$ cat config.mk
export PLATFORM = sky130hd
export DESIGN_NAME = alu_exec_md_flat
export DESIGN_NICKNAME = d
export VERILOG_FILES = /design/src/rtl/alu_exec_md_if.sv /design/src/rtl/alu_exec_md.sv /design/src/flat_wrapper.sv
export SDC_FILE = /design/constraint.sdc
export NUM_CORES = 1
export LEC_CHECK = 0
export ABC_AREA = 1
export CORE_MARGIN = 1.5
export CORE_UTILIZATION = 35
export CTS_CLUSTER_SIZE = 10
export DETAILED_ROUTE_END_ITERATION = 10
export PLACE_DENSITY = 0.56
export SYNTH_ARGS = -nofsm -noshare
export SYNTH_HDL_FRONTEND = slang
export SYNTH_SLANG_ARGS = --single-unit
$ cat constraint.sdc
create_clock -name clk -period 2.9 [get_ports clk]
set_input_delay 0.58 -clock clk [delete_from_list [all_inputs] [get_ports clk]]
set_output_delay 0.58 -clock clk [all_outputs]
set_load 0.03 [all_outputs]
$ cat src/rtl/alu_exec_md_if.sv
// Execute-stage bus: ALU operands/result plus the mul/div request and HI/LO view.
interface alu_exec_md_if #(
  parameter int WIDTH = 32
);
  logic [2:0]       alu_ctrl;
  logic [WIDTH-1:0] a;
  logic [WIDTH-1:0] b;
  logic [WIDTH-1:0] result;
  logic             zero;
  logic             ovf;
  logic             md_start;
  logic [1:0]       md_op;
  logic             md_busy;
  logic             md_done;
  logic [WIDTH-1:0] hi;
  logic [WIDTH-1:0] lo;

  modport master (
    output alu_ctrl, a, b, md_start, md_op,
    input  result, zero, ovf, md_busy, md_done, hi, lo
  );

  modport slave (
    input  alu_ctrl, a, b, md_start, md_op,
    output result, zero, ovf, md_busy, md_done, hi, lo
  );
endinterface

$ cat src/rtl/alu_exec_md.sv
// MIPS execute stage: combinational 32-bit ALU plus an iterative mul/div unit owning HI/LO.
module alu_exec_md #(
  parameter int WIDTH     = 32,
  parameter int MD_CYCLES = 32
) (
  input  logic          clk,
  input  logic          rst,
  alu_exec_md_if.slave  bus
);
  localparam int CW = $clog2(MD_CYCLES);

  typedef enum logic [1:0] {S_IDLE, S_RUN, S_FIN} state_e;

  // ---------------- ALU ----------------
  logic [WIDTH-1:0] sum, dif, alu_res;
  logic             alu_ovf;

  assign sum = bus.a + bus.b;
  assign dif = bus.a - bus.b;

  always_comb begin
    alu_res = '0;
    alu_ovf = 1'b0;
    case (bus.alu_ctrl)
      3'b000: alu_res = bus.a & bus.b;
      3'b001: alu_res = bus.a | bus.b;
      3'b010: begin
        alu_res = sum;
        alu_ovf = (bus.a[WIDTH-1] == bus.b[WIDTH-1]) && (sum[WIDTH-1] != bus.a[WIDTH-1]);
      end
      3'b011: alu_res = sum;
      3'b110: begin
        alu_res = dif;
        alu_ovf = (bus.a[WIDTH-1] != bus.b[WIDTH-1]) && (dif[WIDTH-1] != bus.a[WIDTH-1]);
      end
      3'b111: alu_res = {{(WIDTH-1){1'b0}}, ($signed(bus.a) < $signed(bus.b))};
      default: alu_res = '0;
    endcase
  end

  assign bus.result = alu_res;
  assign bus.zero   = (alu_res == '0);
  assign bus.ovf    = alu_ovf;

  // ---------------- mul/div ----------------
  state_e             state_q, state_d;
  logic [CW-1:0]      cnt_q, cnt_d;
  // Multiply: {partial product, multiplier}; divide: {remainder, dividend/quotient}.
  logic [2*WIDTH-1:0] prod_q, prod_d;
  logic [WIDTH-1:0]   opnd_q, opnd_d;
  logic [WIDTH-1:0]   araw_q, araw_d;
  logic [1:0]         op_q, op_d;
  logic               neg_a_q, neg_a_d, neg_b_q, neg_b_d;
  logic               busy_q, busy_d, done_q, done_d;
  logic [WIDTH-1:0]   hi_q, hi_d, lo_q, lo_d;

  logic               sgn_op;
  logic [WIDTH-1:0]   a_mag, b_mag;
  logic [WIDTH:0]     msum, shl, dtry;
  logic [2*WIDTH-1:0] mul_step, div_step;

  assign sgn_op = bus.md_op[0];
  assign a_mag  = (sgn_op && bus.a[WIDTH-1]) ? -bus.a : bus.a;
  assign b_mag  = (sgn_op && bus.b[WIDTH-1]) ? -bus.b : bus.b;

  assign msum     = {1'b0, prod_q[2*WIDTH-1:WIDTH]} + (prod_q[0] ? {1'b0, opnd_q} : '0);
  assign mul_step = {msum, prod_q[WIDTH-1:1]};

  assign shl      = {prod_q[2*WIDTH-1:WIDTH], prod_q[WIDTH-1]};
  assign dtry     = shl - {1'b0, opnd_q};
  assign div_step = dtry[WIDTH] ? {shl[WIDTH-1:0], prod_q[WIDTH-2:0], 1'b0}
                                : {dtry[WIDTH-1:0], prod_q[WIDTH-2:0], 1'b1};

  always_comb begin
    state_d = state_q;
    cnt_d   = cnt_q;
    prod_d  = prod_q;
    opnd_d  = opnd_q;
    araw_d  = araw_q;
    op_d    = op_q;
    neg_a_d = neg_a_q;
    neg_b_d = neg_b_q;
    busy_d  = busy_q;
    done_d  = 1'b0;
    hi_d    = hi_q;
    lo_d    = lo_q;
    case (state_q)
      S_IDLE: if (bus.md_start) begin
        state_d = S_RUN;
        cnt_d   = '0;
        op_d    = bus.md_op;
        araw_d  = bus.a;
        neg_a_d = sgn_op & bus.a[WIDTH-1];
        neg_b_d = sgn_op & bus.b[WIDTH-1];
        opnd_d  = bus.md_op[1] ? b_mag : a_mag;
        prod_d  = {{WIDTH{1'b0}}, (bus.md_op[1] ? a_mag : b_mag)};
        busy_d  = 1'b1;
      end
      S_RUN: begin
        prod_d = op_q[1] ? div_step : mul_step;
        if (cnt_q == CW'(MD_CYCLES-1)) state_d = S_FIN;
        else                           cnt_d   = cnt_q + CW'(1);
      end
      S_FIN: begin
        state_d = S_IDLE;
        busy_d  = 1'b0;
        done_d  = 1'b1;
        if (!op_q[1]) begin
          {hi_d, lo_d} = (neg_a_q ^ neg_b_q) ? -prod_q : prod_q;
        end else if (opnd_q == '0) begin
          // Divide by zero is not trapped: return all-ones quotient, raw dividend.
          lo_d = '1;
          hi_d = araw_q;
        end else begin
          lo_d = (neg_a_q ^ neg_b_q) ? -prod_q[WIDTH-1:0] : prod_q[WIDTH-1:0];
          hi_d = neg_a_q ? -prod_q[2*WIDTH-1:WIDTH] : prod_q[2*WIDTH-1:WIDTH];
        end
      end
      default: state_d = S_IDLE;
    endcase
  end

  always_ff @(posedge clk) begin
    if (rst) begin
      state_q <= S_IDLE;
      cnt_q   <= '0;
      prod_q  <= '0;
      opnd_q  <= '0;
      araw_q  <= '0;
      op_q    <= '0;
      neg_a_q <= 1'b0;
      neg_b_q <= 1'b0;
      busy_q  <= 1'b0;
      done_q  <= 1'b0;
      hi_q    <= '0;
      lo_q    <= '0;
    end else begin
      state_q <= state_d;
      cnt_q   <= cnt_d;
      prod_q  <= prod_d;
      opnd_q  <= opnd_d;
      araw_q  <= araw_d;
      op_q    <= op_d;
      neg_a_q <= neg_a_d;
      neg_b_q <= neg_b_d;
      busy_q  <= busy_d;
      done_q  <= done_d;
      hi_q    <= hi_d;
      lo_q    <= lo_d;
    end
  end

  assign bus.md_busy = busy_q;
  assign bus.md_done = done_q;
  assign bus.hi      = hi_q;
  assign bus.lo      = lo_q;
endmodule

$ cat src/flat_wrapper.sv
// flat-port wrapper written by rule: the top's interface ports become plain ports
module alu_exec_md_flat 
#(
  parameter int WIDTH     = 32,
  parameter int MD_CYCLES = 32
)
  (clk, rst, bus_alu_ctrl, bus_a, bus_b, bus_md_start, bus_md_op, bus_result, bus_zero, bus_ovf, bus_md_busy, bus_md_done, bus_hi, bus_lo);
  alu_exec_md_if #(.WIDTH(WIDTH)) bus_i ();
  input  logic clk;
  input  logic rst;
  input wire logic [$bits(bus_i.alu_ctrl)-1:0] bus_alu_ctrl;
  input wire logic [$bits(bus_i.a)-1:0] bus_a;
  input wire logic [$bits(bus_i.b)-1:0] bus_b;
  input wire logic [$bits(bus_i.md_start)-1:0] bus_md_start;
  input wire logic [$bits(bus_i.md_op)-1:0] bus_md_op;
  output wire logic [$bits(bus_i.result)-1:0] bus_result;
  output wire logic [$bits(bus_i.zero)-1:0] bus_zero;
  output wire logic [$bits(bus_i.ovf)-1:0] bus_ovf;
  output wire logic [$bits(bus_i.md_busy)-1:0] bus_md_busy;
  output wire logic [$bits(bus_i.md_done)-1:0] bus_md_done;
  output wire logic [$bits(bus_i.hi)-1:0] bus_hi;
  output wire logic [$bits(bus_i.lo)-1:0] bus_lo;
  assign bus_i.alu_ctrl = bus_alu_ctrl;
  assign bus_i.a = bus_a;
  assign bus_i.b = bus_b;
  assign bus_i.md_start = bus_md_start;
  assign bus_i.md_op = bus_md_op;
  assign bus_result = bus_i.result;
  assign bus_zero = bus_i.zero;
  assign bus_ovf = bus_i.ovf;
  assign bus_md_busy = bus_i.md_busy;
  assign bus_md_done = bus_i.md_done;
  assign bus_hi = bus_i.hi;
  assign bus_lo = bus_i.lo;
  alu_exec_md #(.WIDTH(WIDTH), .MD_CYCLES(MD_CYCLES)) u_core (.clk(clk), .rst(rst), .bus(bus_i));
endmodule
# Word level (Yosys, flattened, before mapping)
# Cells that the tools add are included.
[totals]
regBits = 205
in_bits = 72
output_inout_bits = 100
word_cells = 86
[op_classes]
add_sub_neg = 10
magnitude_cmp = 1
eq_ne = 15
mux = 27
bitwise_logic = 5
reduce_logical = 16
[op_table]
columns = ["cell", "count"]
rows = [
  ["$mux 32", 11],
  ["$mux 64", 4],
  ["$pmux 32 s5", 1],
  ["$neg 32->32", 4],
  ["$pmux 64 s2", 1],
  ["$logic_not 32->1", 2],
  ["$neg 64->64", 1],
  ["$add 32x33->33", 1],
  ["$sub 33x32->33", 1],
  ["$add 32x32->32", 1],
  ["$and 32x32->32", 1],
  ["$lt 32x32->1", 1],
  ["$or 32x32->32", 1],
  ["$sub 32x32->32", 1],
  ["$mux 5", 2],
  ["$pmux 5 s2", 1],
  ["$reduce_and 2->1", 4],
  ["$eq 3x2->1 const B", 2],
  ["$eq 3x3->1 const B", 2],
  ["$add 5x1->5 const B", 1],
  ["$eq 5x5->1 const B", 1],
  ["$logic_and 1x1->1", 4],
  ["$mux 2", 2],
  ["$ne 2x2->1 const B", 2],
  ["16 further kinds", 22],
]

# Depth between registers and ports, before layout
[depth]
ltp_word = 5
mapped_depth = 22
ltp_nobuf = 22

# Worst setup path before layout
# Ideal clock, no wire load.
[synth_timing]
path_type = "input to output"
start = "in bus_a[0]"
end = "out bus_zero"
arrival_ns = 2.988
required_time_ns = 2.320
path_slack_ns = -0.668
cell_stages = 16
path_cell_list = "inv_1 ha_1 fa_1 inv_1 nand3_1 nand2_1 nand2_1 nand2_1 nand2_1 nand3_1 nand4_1 nor2_1 nand3_1 nor3_1 nand2_1 nor2_1"
[synth_between]
elab_chain_cells = 3
elab_cells_between_ends = 7
[synth_lines]
columns = ["element", "line", "rtl"]
rows = [
  ["from (decl)", "flat_wrapper.sv:12", "input wire logic [$bits(bus_i.a)-1:0] bus_a;"],
  ["$sub 32x32->32 / $add 32x32->32 (equally long branches)", "alu_exec_md.sv:19, alu_exec_md.sv:18", ""],
  ["$pmux 32 s5 (*)", "alu_exec_md.sv:24", "case (bus.alu_ctrl)"],
  ["via bus_result[8]", "flat_wrapper.sv:16", "output wire logic [$bits(bus_i.result)-1:0] bus_result;"],
  ["$logic_not 32->1 (*)", "alu_exec_md.sv:42", "assign bus.zero = (alu_res == '0);"],
  ["to (decl)", "flat_wrapper.sv:17", "output wire logic [$bits(bus_i.zero)-1:0] bus_zero;"],
]
# Mark *: on every way through the listed nets, which the timed path passes. The rest lies on a longest branch.

# Final worst setup path
[layout_timing]
start = "in bus_a[0]"
end = "out bus_zero"
[layout_between]
elab_chain_cells = 3
elab_cells_between_ends = 7
[layout_lines]
columns = ["element", "line", "rtl"]
rows = [
  ["$sub 32x32->32, or another cell as far along", "alu_exec_md.sv:19", "assign dif = bus.a - bus.b;"],
  ["$pmux 32 s5 (*)", "alu_exec_md.sv:24", ""],
  ["$logic_not 32->1 (*)", "alu_exec_md.sv:42", ""],
]
# Mark *: on every way between the ends. The rest lies on a longest branch, timed or not.

==> metrics.yaml <==
outcome:
  outcome: "complete, but fails checks"
  violations: "setup timing"
logic_synthesis:
  synth_seq_area_share: 0.167
  synthCells: 4321
  syn-cell-area_sq_mm: 0.0244
  yosysWarnings: 0
  synth_cell_types: 60
  syn-num-nets: 4567
  synthArstFlopShare: 0
  avgSynthCellArea_sq_um: 5.65
  synth-seq-cells: 204
  synth_edf_count: 0
  synth_flop_cell: "dfxtp_1"
worst_hold_path:
  hold_end: "u_core.araw_q[16]$_SDFFE_PP0P_"
  hold_path.class: "in2reg"
  whs_path_depth: 4
  hold_start: "bus_a[16]"
grt:
  grt_pass1_wl_um: 187000
  overflow: 0
  grt_max_degree: 77
  grt_pass1_vias: 30400
  gr-usage-all-layers: 0.344
  antenna_found_initial: 2
sta:
  grt_setup_unrepaired: "true"
  fmax_mhz: 280
  min_period_ps: 3570
  setup_violations: 30
  finalHoldViolations: 0
  slew_headroom: 0.476
  fin_setup_tns_ps: -6480
  period_share: 1.23
  setup_ws_ps: -669
  worst_slew_pin_slew_ps: 787
  whs_ps: 386
  skew_ps: 19.8
  drv_slew: 0
clocking:
  cts_max_path_buffers: 3
  cts-root-buf: "clkbuf_16"
  cts_tree: "done"
  cts.hold.buffers_added: 0
  numCtsBuffers: 26
  cts.sinks: 204
  clkTransAtPathRegs_ps: 50
  htreeDepth: 1
  clk_latency_ps: 580
flow_run:
  drv_cap: 0
route:
  drtIter0Drc: 3107
  ant_nets: 0
  dr_total_vias: 32700
  drc_errors: 0
  wl_um: 128000
  wl_per_cell_um: 21.0
  viasPerCell: 5.38
  dr.pass1.iters: 6
floorplan:
  die_y_um: 267
  die_x_um: 267
  rows: 96
  pin_count: 172
  initial_utilization: 0.355
  dieArea_sq_mm: 0.0714
  coreArea_sq_mm: 0.0688
setup_path:
  r2r_slack_ps: 110
  worstSetupPathType: "in2out"
  r2r_cells: 15
  r2r-end: "u_core.prod_q[58]$_SDFFE_PP0P_"
  worstPathRequired_ps: 2320
  startpoint_type: "primary input"
  critPathArrivalTime_ps: 2990
  reg2reg_from: "u_core.opnd_q[21]$_SDFFE_PP0P_"
  worstSetupEndpointType: "output pin"
  cp_max_fo: 3
finish:
  layout_commonest_cell: "nand2_1"
  nets: 5385
  final_area_sq_mm: 0.0372
  post_route_cells_drive_above_1_share: 0.320
  syn_to_final_growth_pct: 52.4
  layout_common_cells: "nand2_1, buf_4, inv_1, nor2_1, o21ai_0"
  fillCellCount: 6884
power_and_ir_drop:
  power_frac_clock: 0.240
  internal_power_mw: 7.80
  switching_share: 0.433
  leakage_nw: 18.1
  combPwrFrac: 0.530
  p_seq_frac: 0.230
  ir_drop_mv: 0.595
  power_mw: 13.8
  powerDensity_mw_per_mm2: 370
  p_switching_mw: 5.95
placement:
  place_ws_ps: -1430
  routabilityCongestion: 1.04
  io_buffers: 171
  postPlaceCellArea_sq_mm: 0.0321
  dp_hpwl_um: 102000
## final cells by class
type / count / area [sq um] / share of cell area
Multi-Input combinational cell: 3307 / 20200 / 0.543
Timing Repair Buffer: 961 / 8420 / 0.226
Sequential cell: 204 / 4090 / 0.110
Inverter: 639 / 2510 / 0.0676
Tap cell: 931 / 1160 / 0.0313
Clock buffer: 33 / 697 / 0.0187
Clock inverter: 5 / 128 / 0.00343
Antenna cell: 2 / 5.00 / 0.000134
## logic make-up (layout without fill, tap and decap cells)
family / count (synthesis) / after routing / share of synthesized area
AND/OR/NAND/NOR: 2172 / 2172 / 0.377
AO/OA/AOI/OAI: 829 / 829 / 0.189
buffers and inverters: 810 / 1638 / 0.129
other: 0 / 2 / 0
XOR/XNOR: 132 / 132 / 0.0473
flip-flops: 204 / 204 / 0.167
adder cells (fa/ha/maj): 174 / 174 / 0.0904
## worst max path at each step
stage	slack [ps]	endpoint	cells past startpoint	from
2_1_floorplan	-340	bus_zero	16	bus_a[0]
5_1_grt	-770	bus_zero	16	bus_b[0]
3_3_place_gp	-1420	bus_zero	19	bus_b[4]
3_5_place_dp	-1430	bus_zero	19	bus_b[4]
6_report	-670	bus_zero	16	bus_a[0]
4_1_cts	-580	bus_zero	20	bus_a[0]
## flip-flops by register name, summed over array words and instances, names as in the netlist, 2 cells and up
register        count
u_core.prod_q      64
u_core.cnt_q        5
u_core.araw_q      32
u_core.bus.lo      32
u_core.state_q      2
u_core.bus.hi      32
u_core.opnd_q      32
## worst max-delay path: stages
cell and delay [ps]:
buf_12 120, ha_4 160, fa_2 410, or2_4 240, nand3_2 60, nand2_2 60
nor3_4 210, nand2_1 80, nor2_1 90, nand2_1 80, nor2_2 160, nand3_2 150
nor3_2 210, nand2_2 90, nor2_4 130, buf_6 140
## per-stage QoR
stage | utilization | std cells
after floorplan | - | 4321
after global placement | 0.466 | 5934
after detailed placement | 0.466 | 5934
after CTS | 0.520 | 6055
after global routing | 0.541 | 6080
final | 0.541 | 6082
## synth_stat cells, types with 30 or more instances
| cell type | number | area (sq um) |
|---|---|---|
| nor3_1 | 42 | 210 |
| o211ai_1 | 38 | 285 |
| xor2_1 | 110 | 963 |
| ha_1 | 170 | 2130 |
| inv_1 | 627 | 2350 |
| nand4_1 | 51 | 319 |
| a31oi_1 | 37 | 231 |
| nand3_1 | 365 | 1830 |
| o22ai_1 | 30 | 188 |
| a21oi_1 | 311 | 1560 |
| nand2_1 | 1152 | 4320 |
| clkbuf_1 | 112 | 420 |
| o21ai_0 | 303 | 1520 |
| nor2_1 | 450 | 1690 |
| dfxtp_1 | 204 | 4080 |
## repair_timing
action	CTS	global route
setup buffers	96	40
resized for setup	968	333
cloned	0	1
endpoints found under the setup margin	47	59
pin swaps	246	170
## power by group through the flow
stage / registers [mW] / logic, mW / clock network, mW
final: 3.17 / 7.29 / 3.30
after global placement: 3.21 / 5.97 / 0
after global routing: 3.17 / 7.79 / 3.45
after detailed placement: 3.21 / 5.97 / 0
after floorplan: 3.13 / 3.32 / 0
after CTS: 3.15 / 6.71 / 3.34
## routing by layer
layer  share of wire  vias to the layer above  GRT usage
met5               0                        -          0
met2            0.45                     1453      0.562
met3           0.076                      310     0.0457
met1            0.41                    15300      0.446
met4           0.057                        0      0.165
li1                -                    15700          -
Power figures use the tool's default switching activity.
